$ cat config.mk
export PLATFORM = sky130hd
export DESIGN_NAME = matmul_apb_loader
export DESIGN_NICKNAME = d
export VERILOG_FILES = /design/src/rtl/matmul_pkg.sv /design/src/rtl/apb_master_port.sv /design/src/rtl/matmul_apb_loader.sv
export SDC_FILE = /design/constraint.sdc
export NUM_CORES = 1
export LEC_CHECK = 0
export BUFFER_PORTS_ARGS = -buffer_cell sky130_fd_sc_hd__buf_2
export CAP_MARGIN = 5
export CORE_MARGIN = 1
export CORE_UTILIZATION = 58
export DETAILED_ROUTE_END_ITERATION = 10
export PLACE_DENSITY = 0.86
export SLEW_MARGIN = 20
export SYNTH_ARGS = -nofsm -noshare
export SYNTH_HDL_FRONTEND = slang
export SYNTH_SLANG_ARGS = --single-unit
export TNS_END_PERCENT = 30
$ cat constraint.sdc
create_clock -name clk_i -period 7.5 [get_ports clk_i]
set_clock_uncertainty 0.15 [all_clocks]
set_input_delay 0.75 -clock clk_i [delete_from_list [all_inputs] [get_ports clk_i]]
set_output_delay 0.75 -clock clk_i [all_outputs]
set_load 0.05 [all_outputs]
$ cat src/rtl/matmul_pkg.sv
// matmul_pkg: register map, CONTROL fields and loader states shared by the matmul APB loader
package matmul_pkg;
  localparam logic [4:0] REG_CONTROL   = 5'h00;
  localparam logic [4:0] REG_OPERAND_A = 5'h04;
  localparam logic [4:0] REG_OPERAND_B = 5'h08;
  localparam logic [4:0] REG_FLAGS     = 5'h0C;
  localparam logic [4:0] REG_SP        = 5'h10;
  localparam int CTRL_START_BIT = 0;
  localparam int CTRL_SP_LSB    = 2;
  localparam int CTRL_N_LSB     = 8;
  localparam int CTRL_K_LSB     = 10;
  localparam int CTRL_M_LSB     = 12;
  localparam int CTRL_WIDTH     = 14;
  typedef enum logic [2:0] {
    ST_IDLE,
    ST_GATHER_A,
    ST_WR_A,
    ST_GATHER_B,
    ST_WR_B,
    ST_WR_CTRL,
    ST_POLL,
    ST_DONE
  } loader_state_e;
  function automatic logic [CTRL_WIDTH-1:0] control_word(input logic [1:0] n, k, m, sp);
    return (CTRL_WIDTH'(m) << CTRL_M_LSB) | (CTRL_WIDTH'(k) << CTRL_K_LSB) |
           (CTRL_WIDTH'(n) << CTRL_N_LSB) | (CTRL_WIDTH'(sp) << CTRL_SP_LSB) |
           (CTRL_WIDTH'(1) << CTRL_START_BIT);
  endfunction
endpackage

$ cat src/rtl/apb_master_port.sv
// apb_master_port: single APB transfer engine with setup/access phases and an idle cycle after each transfer
module apb_master_port #(
  parameter int ADDR_WIDTH = 16,
  parameter int BUS_WIDTH  = 32
) (
  input  logic                  clk,
  input  logic                  rst,
  input  logic                  req,
  input  logic                  write,
  input  logic [ADDR_WIDTH-1:0] addr,
  input  logic [BUS_WIDTH-1:0]  wdata,
  output logic                  ack,
  output logic [BUS_WIDTH-1:0]  rdata,
  output logic                  psel,
  output logic                  penable,
  output logic                  pwrite,
  output logic [ADDR_WIDTH-1:0] paddr,
  output logic [BUS_WIDTH-1:0]  pwdata,
  input  logic                  pready,
  input  logic [BUS_WIDTH-1:0]  prdata
);
  always_ff @(posedge clk or posedge rst) begin
    if (rst) begin
      psel    <= 1'b0;
      penable <= 1'b0;
      pwrite  <= 1'b0;
      paddr   <= '0;
      pwdata  <= '0;
    end else if (!psel) begin
      psel <= req;
      if (req) begin
        pwrite <= write;
        paddr  <= addr;
        pwdata <= wdata;
      end
    end else if (!penable) begin
      penable <= 1'b1;
    end else if (pready) begin
      psel    <= 1'b0;
      penable <= 1'b0;
    end
  end
  assign ack   = psel && penable && pready;
  assign rdata = prdata;
endmodule

$ cat src/rtl/matmul_apb_loader.sv
// matmul_apb_loader: packs A rows and B columns into APB writes, starts the matmul slave and polls for completion
module matmul_apb_loader
  import matmul_pkg::*;
#(
  parameter int DATA_WIDTH = 8,
  parameter int BUS_WIDTH  = 32,
  parameter int ADDR_WIDTH = 16,
  parameter int POLL_LIMIT = 1024
) (
  input  logic                              clk_i,
  input  logic                              rst_i,
  input  logic                              cmd_valid_i,
  output logic                              cmd_ready_o,
  input  logic [1:0]                        cmd_n_i,
  input  logic [1:0]                        cmd_k_i,
  input  logic [1:0]                        cmd_m_i,
  input  logic [1:0]                        cmd_sp_i,
  input  logic                              elem_valid_i,
  output logic                              elem_ready_o,
  input  logic [DATA_WIDTH-1:0]             elem_data_i,
  output logic                              psel_o,
  output logic                              penable_o,
  output logic                              pwrite_o,
  output logic [ADDR_WIDTH-1:0]             paddr_o,
  output logic [BUS_WIDTH-1:0]              pwdata_o,
  output logic [BUS_WIDTH/DATA_WIDTH-1:0]   pstrb_o,
  input  logic                              pready_i,
  input  logic [BUS_WIDTH-1:0]              prdata_i,
  output logic                              busy_o,
  output logic                              done_o,
  output logic                              timeout_o
);
  localparam int PW = $clog2(POLL_LIMIT + 1);
  loader_state_e         state;
  logic [1:0]            n, k, m, sp, idx, e;
  logic [BUS_WIDTH-1:0]  pack, wdata, rdata;
  logic [ADDR_WIDTH-1:0] addr;
  logic [PW-1:0]         poll_cnt;
  logic                  req, write, ack, start_set, timed_out;
  always_comb begin
    req       = state inside {ST_WR_A, ST_WR_B, ST_WR_CTRL, ST_POLL};
    write     = state != ST_POLL;
    addr      = state == ST_WR_A ? ADDR_WIDTH'({idx, REG_OPERAND_A}) :
                state == ST_WR_B ? ADDR_WIDTH'({idx, REG_OPERAND_B}) : ADDR_WIDTH'(REG_CONTROL);
    wdata     = state == ST_WR_CTRL ? BUS_WIDTH'(control_word(n, k, m, sp)) :
                state == ST_POLL ? '0 : pack;
    start_set = |(rdata & BUS_WIDTH'(1 << CTRL_START_BIT));
  end
  always_ff @(posedge clk_i or posedge rst_i) begin
    if (rst_i) begin
      state     <= ST_IDLE;
      n         <= '0;
      k         <= '0;
      m         <= '0;
      sp        <= '0;
      idx       <= '0;
      e         <= '0;
      pack      <= '0;
      poll_cnt  <= '0;
      timed_out <= 1'b0;
    end else begin
      case (state)
        ST_IDLE: if (cmd_valid_i) begin
          n         <= cmd_n_i;
          k         <= cmd_k_i;
          m         <= cmd_m_i;
          sp        <= cmd_sp_i;
          idx       <= '0;
          e         <= '0;
          pack      <= '0;
          poll_cnt  <= '0;
          timed_out <= 1'b0;
          state     <= ST_GATHER_A;
        end
        ST_GATHER_A, ST_GATHER_B: if (elem_valid_i) begin
          pack[e*DATA_WIDTH +: DATA_WIDTH] <= elem_data_i;
          e <= e == k ? 2'd0 : e + 2'd1;
          if (e == k) state <= state == ST_GATHER_A ? ST_WR_A : ST_WR_B;
        end
        ST_WR_A: if (ack) begin
          pack  <= '0;
          idx   <= idx == n ? 2'd0 : idx + 2'd1;
          state <= idx == n ? ST_GATHER_B : ST_GATHER_A;
        end
        ST_WR_B: if (ack) begin
          pack  <= '0;
          idx   <= idx == m ? 2'd0 : idx + 2'd1;
          state <= idx == m ? ST_WR_CTRL : ST_GATHER_B;
        end
        ST_WR_CTRL: if (ack) state <= ST_POLL;
        ST_POLL: if (ack) begin
          poll_cnt <= poll_cnt + 1'b1;
          if (!start_set) state <= ST_DONE;
          else if (poll_cnt == PW'(POLL_LIMIT - 1)) begin
            timed_out <= 1'b1;
            state     <= ST_DONE;
          end
        end
        ST_DONE: state <= ST_IDLE;
      endcase
    end
  end
  apb_master_port #(.ADDR_WIDTH(ADDR_WIDTH), .BUS_WIDTH(BUS_WIDTH)) u_port (
    .clk(clk_i),
    .rst(rst_i),
    .req(req),
    .write(write),
    .addr(addr),
    .wdata(wdata),
    .ack(ack),
    .rdata(rdata),
    .psel(psel_o),
    .penable(penable_o),
    .pwrite(pwrite_o),
    .paddr(paddr_o),
    .pwdata(pwdata_o),
    .pready(pready_i),
    .prdata(prdata_i)
  );
  assign cmd_ready_o  = state == ST_IDLE;
  assign elem_ready_o = state == ST_GATHER_A || state == ST_GATHER_B;
  assign busy_o       = state != ST_IDLE;
  assign done_o       = state == ST_DONE;
  assign timeout_o    = state == ST_DONE && timed_out;
  assign pstrb_o      = {(BUS_WIDTH/DATA_WIDTH){psel_o}};
endmodule

==> results.md <==
Clocking:
- The root buffer cell chosen for the clock tree is clkbuf_8.
- The clock drives 98 sinks.
- No sink is reached through more buffers than the 2 on the longest clock path.
- The number of buffers added for setup after CTS is 0.
- Gates resized during post-CTS repair numbered 0.
- Counting the buffers created by CTS gives 9.
- TritonCTS built the clock tree.
- The post-CTS clock slew at the launch and capture registers of the worst setup and hold paths is around 0.10 ns.
- The H-tree was split into 3 levels.
- At the later pin of the worst-skew pair, clock insertion delay measures approximately 0.37 ns.
- The number of hold-repair buffers added at the cts stage is 0.

Cells and area:
- In the final layout, the share of cells above drive strength 1 is 0.2015.
- The finished cells cover 5204 µm².
- The number of nets at the end of the flow is 595.
- The number of diodes added for antenna fixing is 0.
- Leaving out filler cells and counting taps, the final layout contains between 600 and 700.
- The utilization after layout is 0.6699.
- The relative area change from synthesis to final layout is 10.88%.

Placed design:
- In this run, placement finished with an instance count of between 600 and 700.
- The half-perimeter wire length after placement is slightly above 7000 µm.
- The count of buffers from port buffering is ~70.
- In this run the cell area measured after placement is roughly 5000 µm².
- The congestion estimate from routability-driven global placement came to roughly 0.9.
- At the placement stage, the worst setup path has a slack of 4.972 ns.

Synthesis:
- The synthesized design contains 0 enable-type register cells.
- The post-synth design cell area is between 4000 and 5000 µm².
- The mean cell area of the mapped netlist is 9.757 µm².
- After synthesis, the most frequently instantiated cells are nand2_1, dfrtp_1, o21ai_0.
- The number of instances in the synthesized netlist is slightly below 500.
- The number of distinct library cells after synthesis is 52.
- After synthesis, the share of flip-flops with an asynchronous set or reset is 1.000.
- By instance count, the leading cell after synthesis is nand2_1.
- After synthesis, the cell types taking the most area are dfrtp_1, nand2_1, o21ai_0.
- Of the post-synthesis cell area, the dominant cell type holds 0.5225.
- The post-synthesis sequential element count is approximately 100.
- For this run, the leading register cell type out of synthesis is dfrtp_1.
- For this run, the register share of the synthesized area comes to 0.5225.
- The Yosys step of the flow raised 0 warnings.
- The dominant cell type by area after synthesis is dfrtp_1.

STA:
- The number of max-slew violations in the final report is 0.
- The share of the clock period used by the worst path after layout is 0.3913.
- The setup TNS after final layout is 0 ns.
- The max-slew headroom at the worst pin is 0.3871.
- After layout, the worst setup slack is about 4.6 ns.
- The top achievable clock speed is around 0.34 GHz.
- Setup repair after global routing left no endpoint under its margin.
- At the pin with the least slew margin, the transition time is ~0.9 ns.
- Across all hold checks on the routed design, the worst slack comes to 0.1996 ns.
- The final hold violation count is 0.
- The final critical path time including I/O delays and setup is a little under 3 ns.
- The count of final setup violators is 0.

Floorplanning:
- The initialized floorplan defines 32 standard-cell rows.
- Measured along the y axis, the die boundary spans about 92 µm.
- The initial cell density of the core is 0.6042.
- The area of the core is between 7000 and 8000 µm².
- During I/O placement, the number of pins put on the boundary was ~110.
- The die covers between 8000 and 9000 µm².
- The width of the die is just over 90 µm.

Route:
- The first detailed-routing pass ran for 5 iterations.
- The detailed router placed about 3700 vias in this run.
- The violation count after the first detailed-routing iteration is approximately 210.
- After detailed routing, the number of remaining DRC violations is 0.
- After detailed routing, the average wire length per cell comes to 15.99 µm.
- The count of nets left with antenna violations once routing finished came out at 0.
- The total wire length is between 10000 and 15000 µm.
- Using the TritonRoute via totals, the vias-per-cell ratio works out to 5.765.

Flow run:
- The max capacitance violation total is 0.

Outcome:
- The flow ran to the end, and the final reports show no timing, DRC or antenna violations.

Setup path:
- STA puts the critical path data arrival time at a little over 2 ns.
- The critical path goes through nand2_1 > nor2_1 > and2_1 > buf_2.
- The kind of end point of the critical path is an output port.
- Together, buffers and inverters on the worst path number 1.
- For this design, the slowest cell found on the critical path is dfrtp_1.
- In this design, the stage delay of the slowest critical-path cell is between 0.8 and 0.9 ns.
- The kind of cell with the highest combined delay along the critical path is flip-flops.
- The startpoint-to-endpoint class of the critical path is reg2out.
- In this run the worst path has a maximum fanout of 20.
- Data on the critical path is required at its endpoint by between 6 and 7 ns.
- The critical path startpoint category is a register.

Global route:
- The total global routing track utilization is 0.2540.
- The first global-routing pass estimated 16650 µm of wire.
- The number of antenna violations at the first check in global routing is 0.
- Entering global routing, the biggest net connects 74 pins.
- The number of global-route vias before repair came to 3390.
- The final global-route overflow total is 0.

Power:
- Power comes to 2.080 mW.
- Summed over all cells, the static leakage comes to ~2.5 nW.
- The total power per unit cell area is between 300 and 400 nW/µm².
- The largest vdd supply drop is around 0.33 mV.

Hold path:
- In this run the worst hold path is classified as in2async.
layout by cell type, fill, tap and decap left out, drive strengths merged, types with 3 or more instances in the layout:
| cell type | n |
|---|---|
| nand2 | 113 |
| dfrtp | 98 |
| buf | 74 |
| o21ai | 53 |
| nor2 | 34 |
| a22o | 26 |
| a21oi | 12 |
| conb | 12 |
| clkbuf | 11 |
| xor2 | 9 |
| inv | 9 |
| mux2i | 8 |
| nor3 | 8 |
| xnor2 | 6 |
| ha | 6 |
| nand2b | 6 |
| nand3 | 5 |
| and3 | 5 |
| and4 | 4 |
| a221oi | 4 |
| a221o | 3 |
| a31oi | 3 |
| o211ai | 3 |
| clkinv | 3 |
report_power, final:
group	internal [mW]	switching, mW
Sequential	0.618	0.127
Combinational	0.288	0.711
Clock	0.144	0.192
registers in the layout (all words and copies together) (netlist names), 2 cells and up:
register and cells:
sp 2, n 2, pack 32, state 3, idx 2, m 2, poll_cnt 11, u_port.pwdata 32
e 2, k 2, u_port.paddr 4
worst paths after layout:
path | start | to | slack [ns] | depth (start not counted)
worst max-delay path | state[1] | timeout_o | 4.57 | 4
worst min-delay path | rst_i | u_port.pwdata[26] | 0.20 | 2
worst max register to register | u_port.psel | pack[7] | 4.97 | 4
worst min register to register | u_port.pwdata[10] | u_port.pwdata[10] | 0.34 | 2
max in group asynchronous | rst_i | u_port.paddr[6] | 5.74 | 3
min in group clk_i | u_port.pwdata[10] | u_port.pwdata[10] | 0.34 | 2
cell type report:
cell class | count | area [µm²]
multi-input combinational | 345 | 2013
sequential | 98 | 2452
clock buffer | 11 | 151.4
inverter | 8 | 31.28
timing repair buffer | 74 | 382.9
fill | 637 | 2564
tap | 102 | 127.6
clock inverter | 5 | 45.04
routing by layer:
layer  GRT usage  routed length [µm]  up-vias
met5           0                   0        -
met3     0.04643                 690       19
met1      0.3436                4386     1797
met2      0.4148                5087      151
li1            -                   -     1740
met4     0.08594                 119        0
cells by family (layout without fill, tap and decap cells):
kind of cell | count (synthesis) | in the layout | share of synthesized area
adder cells (fa/ha/maj) | 7 | 7 | 0.01813
multiplexers | 10 | 10 | 0.02186
buffers and inverters | 49 | 98 | 0.05865
other | 1 | 12 | 0.0007990
flip-flops | 98 | 98 | 0.5225
AND/OR/NAND/NOR | 187 | 187 | 0.1810
AO/OA/AOI/OAI | 114 | 114 | 0.1690
XOR/XNOR | 15 | 15 | 0.02799
Note: power is estimated with default switching activity, not from simulation.
